<file path="src/rtl/writeback_unit.sv">
// rtl/writeback_unit.sv - ALU/load result buffering and round-robin arbitration onto the reg_file write port
module writeback_unit #(
  parameter int DEPTH = 2
) (
  input  logic        clk,
  input  logic        reset,
  input  logic        alu_valid,
  output logic        alu_ready,
  input  logic [4:0]  alu_rd,
  input  logic [63:0] alu_val,
  input  logic        ld_valid,
  output logic        ld_ready,
  input  logic [4:0]  ld_rd,
  input  logic [63:0] ld_data,
  input  logic [2:0]  ld_funct3,
  output logic        write_sig,
  output logic [4:0]  write_reg,
  output logic [63:0] write_val,
  output logic [31:0] pending_mask
);
  localparam int AW = (DEPTH > 1) ? $clog2(DEPTH) : 1;
  localparam int CW = AW + 1;
  localparam logic [CW-1:0] FULL = CW'(DEPTH);

  logic [4:0]    a_rd_mem  [DEPTH];
  logic [63:0]   a_val_mem [DEPTH];
  logic [AW-1:0] a_wp, a_rp;
  logic [CW-1:0] a_cnt;

  logic [4:0]    l_rd_mem  [DEPTH];
  logic [63:0]   l_val_mem [DEPTH];
  logic [AW-1:0] l_wp, l_rp;
  logic [CW-1:0] l_cnt;

  logic        last_alu;
  logic        a_ne, l_ne;
  logic        a_push, l_push, a_pop, l_pop;
  logic [63:0] ld_ext;

  function automatic logic [63:0] extend(input logic [63:0] d, input logic [2:0] f3);
    case (f3)
      3'b000:  extend = {{56{d[7]}}, d[7:0]};
      3'b001:  extend = {{48{d[15]}}, d[15:0]};
      3'b010:  extend = {{32{d[31]}}, d[31:0]};
      3'b100:  extend = {56'd0, d[7:0]};
      3'b101:  extend = {48'd0, d[15:0]};
      3'b110:  extend = {32'd0, d[31:0]};
      default: extend = d;
    endcase
  endfunction

  // ready reflects FIFO occupancy only, so a full FIFO refuses even if it pops this cycle
  assign alu_ready = (a_cnt != FULL);
  assign ld_ready  = (l_cnt != FULL);
  assign a_ne      = (a_cnt != '0);
  assign l_ne      = (l_cnt != '0);

  // writes to x0 complete the handshake but are never queued
  assign a_push = alu_valid && alu_ready && (alu_rd != 5'd0);
  assign l_push = ld_valid && ld_ready && (ld_rd != 5'd0);

  // load wins when alone or when ALU had the previous grant
  assign l_pop  = l_ne && (!a_ne || last_alu);
  assign a_pop  = a_ne && !l_pop;
  assign ld_ext = extend(ld_data, ld_funct3);

  // queue storage; entries outside the valid window are don't-care
  always_ff @(posedge clk) begin
    if (a_push) begin
      a_rd_mem[a_wp]  <= alu_rd;
      a_val_mem[a_wp] <= alu_val;
    end
    if (l_push) begin
      l_rd_mem[l_wp]  <= ld_rd;
      l_val_mem[l_wp] <= ld_ext;
    end
  end

  // queue pointers and occupancy; pointers wrap naturally since DEPTH is a power of two
  always_ff @(posedge clk or negedge reset) begin
    if (!reset) begin
      a_wp  <= '0;
      a_rp  <= '0;
      a_cnt <= '0;
      l_wp  <= '0;
      l_rp  <= '0;
      l_cnt <= '0;
    end else begin
      if (a_push) a_wp <= a_wp + AW'(1);
      if (a_pop)  a_rp <= a_rp + AW'(1);
      a_cnt <= a_cnt + CW'(a_push) - CW'(a_pop);
      if (l_push) l_wp <= l_wp + AW'(1);
      if (l_pop)  l_rp <= l_rp + AW'(1);
      l_cnt <= l_cnt + CW'(l_push) - CW'(l_pop);
    end
  end

  // write-port stage: popped head is presented to reg_file for one cycle
  always_ff @(posedge clk or negedge reset) begin
    if (!reset) begin
      write_sig <= 1'b0;
      write_reg <= '0;
      write_val <= '0;
      last_alu  <= 1'b1;
    end else begin
      write_sig <= a_pop | l_pop;
      if (l_pop) begin
        write_reg <= l_rd_mem[l_rp];
        write_val <= l_val_mem[l_rp];
        last_alu  <= 1'b0;
      end else if (a_pop) begin
        write_reg <= a_rd_mem[a_rp];
        write_val <= a_val_mem[a_rp];
        last_alu  <= 1'b1;
      end
    end
  end

  // destinations of every queued entry plus the one currently on the write port
  always_comb begin
    pending_mask = '0;
    for (int k = 0; k < DEPTH; k++) begin
      if (CW'(k) < a_cnt) pending_mask[a_rd_mem[a_rp + AW'(k)]] = 1'b1;
      if (CW'(k) < l_cnt) pending_mask[l_rd_mem[l_rp + AW'(k)]] = 1'b1;
    end
    if (write_sig) pending_mask[write_reg] = 1'b1;
  end
endmodule

</file>
<file path="config.mk">
export PLATFORM = sky130hd
export DESIGN_NAME = writeback_unit
export DESIGN_NICKNAME = d
export VERILOG_FILES = /design/src/rtl/writeback_unit.sv
export SDC_FILE = /design/constraint.sdc
export NUM_CORES = 1
export LEC_CHECK = 0
export ABC_CLOCK_PERIOD_IN_PS = 12900
export CORE_MARGIN = 5
export CORE_UTILIZATION = 59
export DETAILED_ROUTE_END_ITERATION = 10
export PLACE_DENSITY = 0.9
export SLEW_MARGIN = 0
export SYNTH_ARGS = -nofsm -noshare
export SYNTH_HDL_FRONTEND = slang
export SYNTH_SLANG_ARGS = --single-unit
</file>
<file path="constraint.sdc">
create_clock -name clk -period 12.9 [get_ports clk]
set_clock_uncertainty 0.15 [all_clocks]
set_input_delay 2.58 -clock clk [delete_from_list [all_inputs] [get_ports clk]]
set_output_delay 2.58 -clock clk [all_outputs]
set_load 0.005 [all_outputs]
</file>
==> results.cfg, run 1 <==
[cells_and_area]
drive_gt1_frac = 0.114
nets = 1620
final_cell_count_no_fill = 1839
multi_input_area_sq_mm = 0.00551
final_area_sq_mm = 0.0200
syn_to_final_growth_pct = 22.7
reg.largest.list = a_val_mem x128, l_val_mem x128, write_val x64
nFillCells = 1597
final-seq-area_sq_mm = 0.0103

[synthesis]
yosys-top-cells-count = edfxtp_1 (276), nand2_1 (146), o22ai_1 (83), dfrtp_1 (78), o21ai_0 (78)
synthXorXnorAreaFrac = 0.00430
netlist_area_sq_mm = 0.0163
synth_top_area_share = 0.509
yosys_warnings = 0
yosys.area.top_type = edfxtp_1
synth_top_family_by_area = compound AO/OA/AOI/OAI gates
yosys.area_share.simple = 0.0836
synth_cell_type_count = 69
synthCells = 1261
synth_compound_area_frac = 0.155
synth_fa_ha_area_frac = 0.00307
syn_avg_cell_area_sq_um = 12.9
synthFlopType = edfxtp_1
synth_edf_count = 276
async_reset_ff_frac = 0.223
synth.ff_latch_count = 355
ys_seq_area_frac = 0.631
synth_most_common_cell = edfxtp_1
syn-num-nets = 1410
synth.area.top_cells = edfxtp_1 (51%), dfrtp_1 (12%), mux2_2 (4.6%), mux2i_1 (4.4%), nand2_1 (3.4%)
synthMuxAreaShare = 0.0899

[floorplanning]
die_h_microns = 176
die_x_microns = 176
coreArea_sq_mm = 0.0270
die-area_sq_mm = 0.0310
pin_count = 249
num_rows = 60
start_util = 0.602

[placement]
io_buffer_count = 248
place_area_sq_mm = 0.0189
gp_congestion = 0.980
place_inst = 1776
dp_hpwl_microns = 30700

[power_and_ir_drop]
p_per_area_mw_per_mm2 = 248
p_leak_nw = 7.48
irDropWorstVdd_v = 0.000168

[hold_path]
hp-class = flop to flop

[sta]
holdWs_ns = 0.343
setup_tns_ns = 0
final-setup-viol-count = 0
rsz0062_at_grt = no
tightest_slew_ns = 1.08
slew_headroom = 0.277
min_period_over_period = 0.538
fmax_ghz = 0.144
slew_violations = 0
min_period_ns = 6.94
hold_viol_final = 0

[grt]
grt_pass1_wl_microns = 75200
antenna_found_initial = 6
grtUsageTotal = 0.315
grt_max_degree = 83
grt_overflow = 0
grt_pass1_vias = 12600

[outcome]
outcome = finished, final reports clean

[drt]
drt_first_pass_iters = 7
routedWlPerCell_microns = 27.3
drt_iter0_drc = 1812
vias = 12500
wirelength_microns = 50200
ant_nets = 0
drc_errors = 0
viasPerCell = 6.80

[clocking]
cts_buffer_depth = 3
clkSinkCount = 355
h-tree-depth = 2
ctsResizeCount = 0
postCtsSetupRepairBufs = 0
cts_tree = done
cts_buffers = 34
insertion_delay_ns = 0.51
cts-root-buf = clkbuf_16
ctsHoldBuffers = 0
clkTransAtPathRegs_ns = 0.06

[worst_setup_path]
crit_type = flop to output port
endpoint_kind = output port
crit_required_ns = 10.17
startpoint_type = flop
cp.arrival_ns = 4.21
path_max_fanout = 71

[job]
drv_cap = 0
[path summary, 6_finish.rpt]
check	start	end	slack, ns	depth (start not counted)
max in group asynchronous	reset	a_rp	9.49	2
min reg2reg	write_val[1]	write_val[1]	0.34	2
min in group asynchronous	reset	write_val[26]	1.87	1
max	a_rp	pending_mask[25]	5.96	6
max reg2reg	a_cnt[1]	l_cnt[1]	9.55	10
min	write_val[1]	write_val[1]	0.34	2
[report_power, final]
| group | leakage, nW | total (W) | internal, W | switching [W] |
|---|---|---|---|---|
| Combinational | 3.45 | 0.00208 | 0.000867 | 0.00121 |
| Clock | 0.555 | 0.000999 | 0.000580 | 0.000419 |
| Sequential | 3.48 | 0.00188 | 0.00163 | 0.000252 |
[routing by layer]
layer | vias up | share of wire | global-route usage
li1 | 5281 | - | -
met1 | 6127 | 0.36 | 0.398
met2 | 906 | 0.50 | 0.534
met3 | 184 | 0.096 | 0.0615
met4 | 8 | 0.051 | 0.138
met5 | - | 0.0011 | 0
[critical path: stages (launching register included)]
cell,delay (ns)
dfrtp_4,0.80
buf_4,0.91
nand2_1,0.22
o22ai_1,0.78
a222oi_1,0.27
nand2_1,0.16
clkdlybuf4s50_1,0.52
[cell usage in the layout (no fill, tap or decap), types with 4 or more instances in the layout]
cell type and count:
nand3_1 22, nor2b_1 8, inv_1 15, dfrtp_1 76
a21o_1 32, edfxtp_1 276, xnor2_1 7, o21ai_0 78
ha_1 4, mux2i_1 72, nand3b_1 6, a22oi_1 35
nor2_1 20, clkinv_2 8, nand2_1 146, nor3b_1 5
clkbuf_8 4, o22ai_1 83, o32ai_1 6, a222oi_1 9
o32ai_2 7, nand2b_1 26, o211ai_1 8, a211oi_2 5
a211oi_1 4, buf_4 17, clkbuf_16 35, clkinv_1 6
a21oi_1 72, a32oi_1 6, or3_1 5, mux2_2 66
a22o_1 9, clkdlybuf4s50_1 247, nor2_4 5
[final cells by class]
cell class,count,share of cell area
Antenna cell,2,0.000250
Clock buffer,42,0.0472
Clock inverter,19,0.00852
Inverter,15,0.00282
Multi-Input combinational cell,801,0.276
Sequential cell,355,0.514
Tap cell,341,0.0214
Timing Repair Buffer,264,0.130
[stage by stage]
stage | setup WS, ns | total power [W] | util
2_1_floorplan | 6.52 | 0.00307 | -
3_3_place_gp | 6.58 | 0.00379 | 0.698
3_5_place_dp | 6.59 | 0.00386 | 0.698
4_1_cts | 6.05 | 0.00492 | 0.739
5_1_grt | 5.84 | 0.00517 | 0.739
6_report | 5.96 | 0.00496 | 0.739
[cells by family after synthesis]
kind of cell / after synthesis
simple gates: 278
flops: 355
compound gates: 373
mux: 138
fa+ha+maj: 4
xor+xnor: 8
buf+inv: 105
(Power assumes the default switching activity.)
==> run 2: changes to the inputs <==
ABC_CLOCK_PERIOD_IN_PS = 5750   (was 12900)
CORE_UTILIZATION = 49   (was 59)
PLACE_DENSITY = 0.8   (was 0.9)
clock period = 5.75 ns   (was 12.9 ns; I/O delays follow)
==> results.cfg, run 2 (same netlist as run 1, synthesis figures left out) <==
[worst_setup_path]
endpoint_kind = output port
slowest_delay_ns = 0.98
cp_cell_sequence = nor2_4 > a211oi_2 > a222oi_1 > nand2_1 > clkdlybuf4s50_1
crit_type = flop to output port
crit_required_ns = 4.45
startpoint_type = flop
cp.arrival_ns = 3.39
worst_path_max_delay_cell = nor2_4
path_max_fanout = 40

[sta]
hold_viol_final = 0
slew_violations = 0
slew_headroom = 0.155
min_period_ns = 4.69
final-setup-viol-count = 0
setup_tns_ns = 0
holdWs_ns = 0.329
rsz0062_at_grt = no
tightest_slew_ns = 1.26
fmax_ghz = 0.213
min_period_over_period = 0.815

[floorplanning]
die-area_sq_mm = 0.0370
start_util = 0.498
num_rows = 66
coreArea_sq_mm = 0.0327
die_h_microns = 192
die_x_microns = 192
pin_count = 249

[clocking]
cts_buffers = 38
clkTransAtPathRegs_ns = 0.06
ctsResizeCount = 0
clkSinkCount = 355
postCtsSetupRepairBufs = 0
cts_tree = done
ctsHoldBuffers = 0
h-tree-depth = 2
cts-root-buf = clkbuf_16
insertion_delay_ns = 0.53
cts_buffer_depth = 3

[cells_and_area]
final_cell_mix = edfxtp_1 (276), clkdlybuf4s50_1 (247), nand2_1 (146)
nets = 1622
drive_gt1_frac = 0.116
antenna_cells = 0
reg.largest.list = a_val_mem x128, l_val_mem x128, write_val x64
fin_util = 0.619
layout_commonest_cell = edfxtp_1
syn_to_final_growth_pct = 24.3
nFillCells = 2527

[grt]
grt_pass1_vias = 11900
grtUsageTotal = 0.250
grt_max_degree = 87
grt_pass1_wl_microns = 71100
antenna_found_initial = 3
grt_overflow = 0

[drt]
met1_length_microns = 19100
dr_wl_met2_microns = 22800
met3RoutedLength_microns = 4010
drt_first_pass_iters = 6
drc_errors = 0
routedWlPerCell_microns = 24.4
viasPerCell = 6.09
vias = 11800
ant_nets = 0
wirelength_microns = 47400
dr.max_layer_used = met5
drt_iter0_drc = 1178

[placement]
gp_congestion = 0.972
dp_hpwl_microns = 31100
io_buffer_count = 248

[power_and_ir_drop]
p_per_area_mw_per_mm2 = 550
irDropWorstVdd_v = 0.000313
p_leak_nw = 7.52

[job]
drv_cap = 0

[hold_path]
hp-class = flop to flop

[outcome]
outcome = finished, final reports clean
==> run 2: metal layers <==
layer,track usage,vias up
li1,-,5298
met1,0.340,5856
met2,0.412,576
met3,0.0487,109
met4,0.0749,4
met5,0,-
==> run 2: path summary, 6_finish.rpt <==
kind	from	to	slack, ns	cells after the start
worst max-delay path	l_cnt[1]	pending_mask[7]	1.06	5
worst min-delay path	write_val[57]	write_val[57]	0.33	2
worst max register to register	l_cnt[1]	l_cnt[1]	2.70	9
worst min register to register	write_val[57]	write_val[57]	0.33	2
max in group asynchronous	reset	a_rp	3.85	2
min in group asynchronous	reset	write_val[26]	0.45	1
==> run 2: layout make-up <==
class,count,area [sq um],area share
tap,442,553,0.0273
sequential,355,10300,0.508
multi-input combinational,801,5510,0.272
clock inverter,16,191,0.00946
clock buffer,53,1060,0.0523
timing repair buffer,262,2580,0.128
inverter,15,56.3,0.00278
==> run 2: metrics by stage <==
stage / area [sq um] / power, W / setup WS [ns] / cells
after detailed placement: 19000 / 0.00871 / 1.64 / 1875
final: 20200 / 0.0111 / 1.06 / 1944
after CTS: 20200 / 0.0112 / 1.10 / 1944
after global placement: 19000 / 0.00860 / 1.67 / 1875
after global routing: 20200 / 0.0117 / 0.954 / 1944
after floorplan: 16300 / 0.00690 / 0.801 / 1261
==> run 2: critical path, delay by kind of cell, from the launching register on <==
kind	cells	cell delay, ns
AOI/OAI and AO/OA	2	0.84
buffers and inverters	1	0.48
DFF	1	0.48
and+or+nand+nor	2	1.08
==> run 2: power breakdown <==
group	switching (W)	leakage [nW]	internal, W
logic	0.00247	3.44	0.00193
clock network	0.000995	0.609	0.00143
registers	0.000649	3.48	0.00365
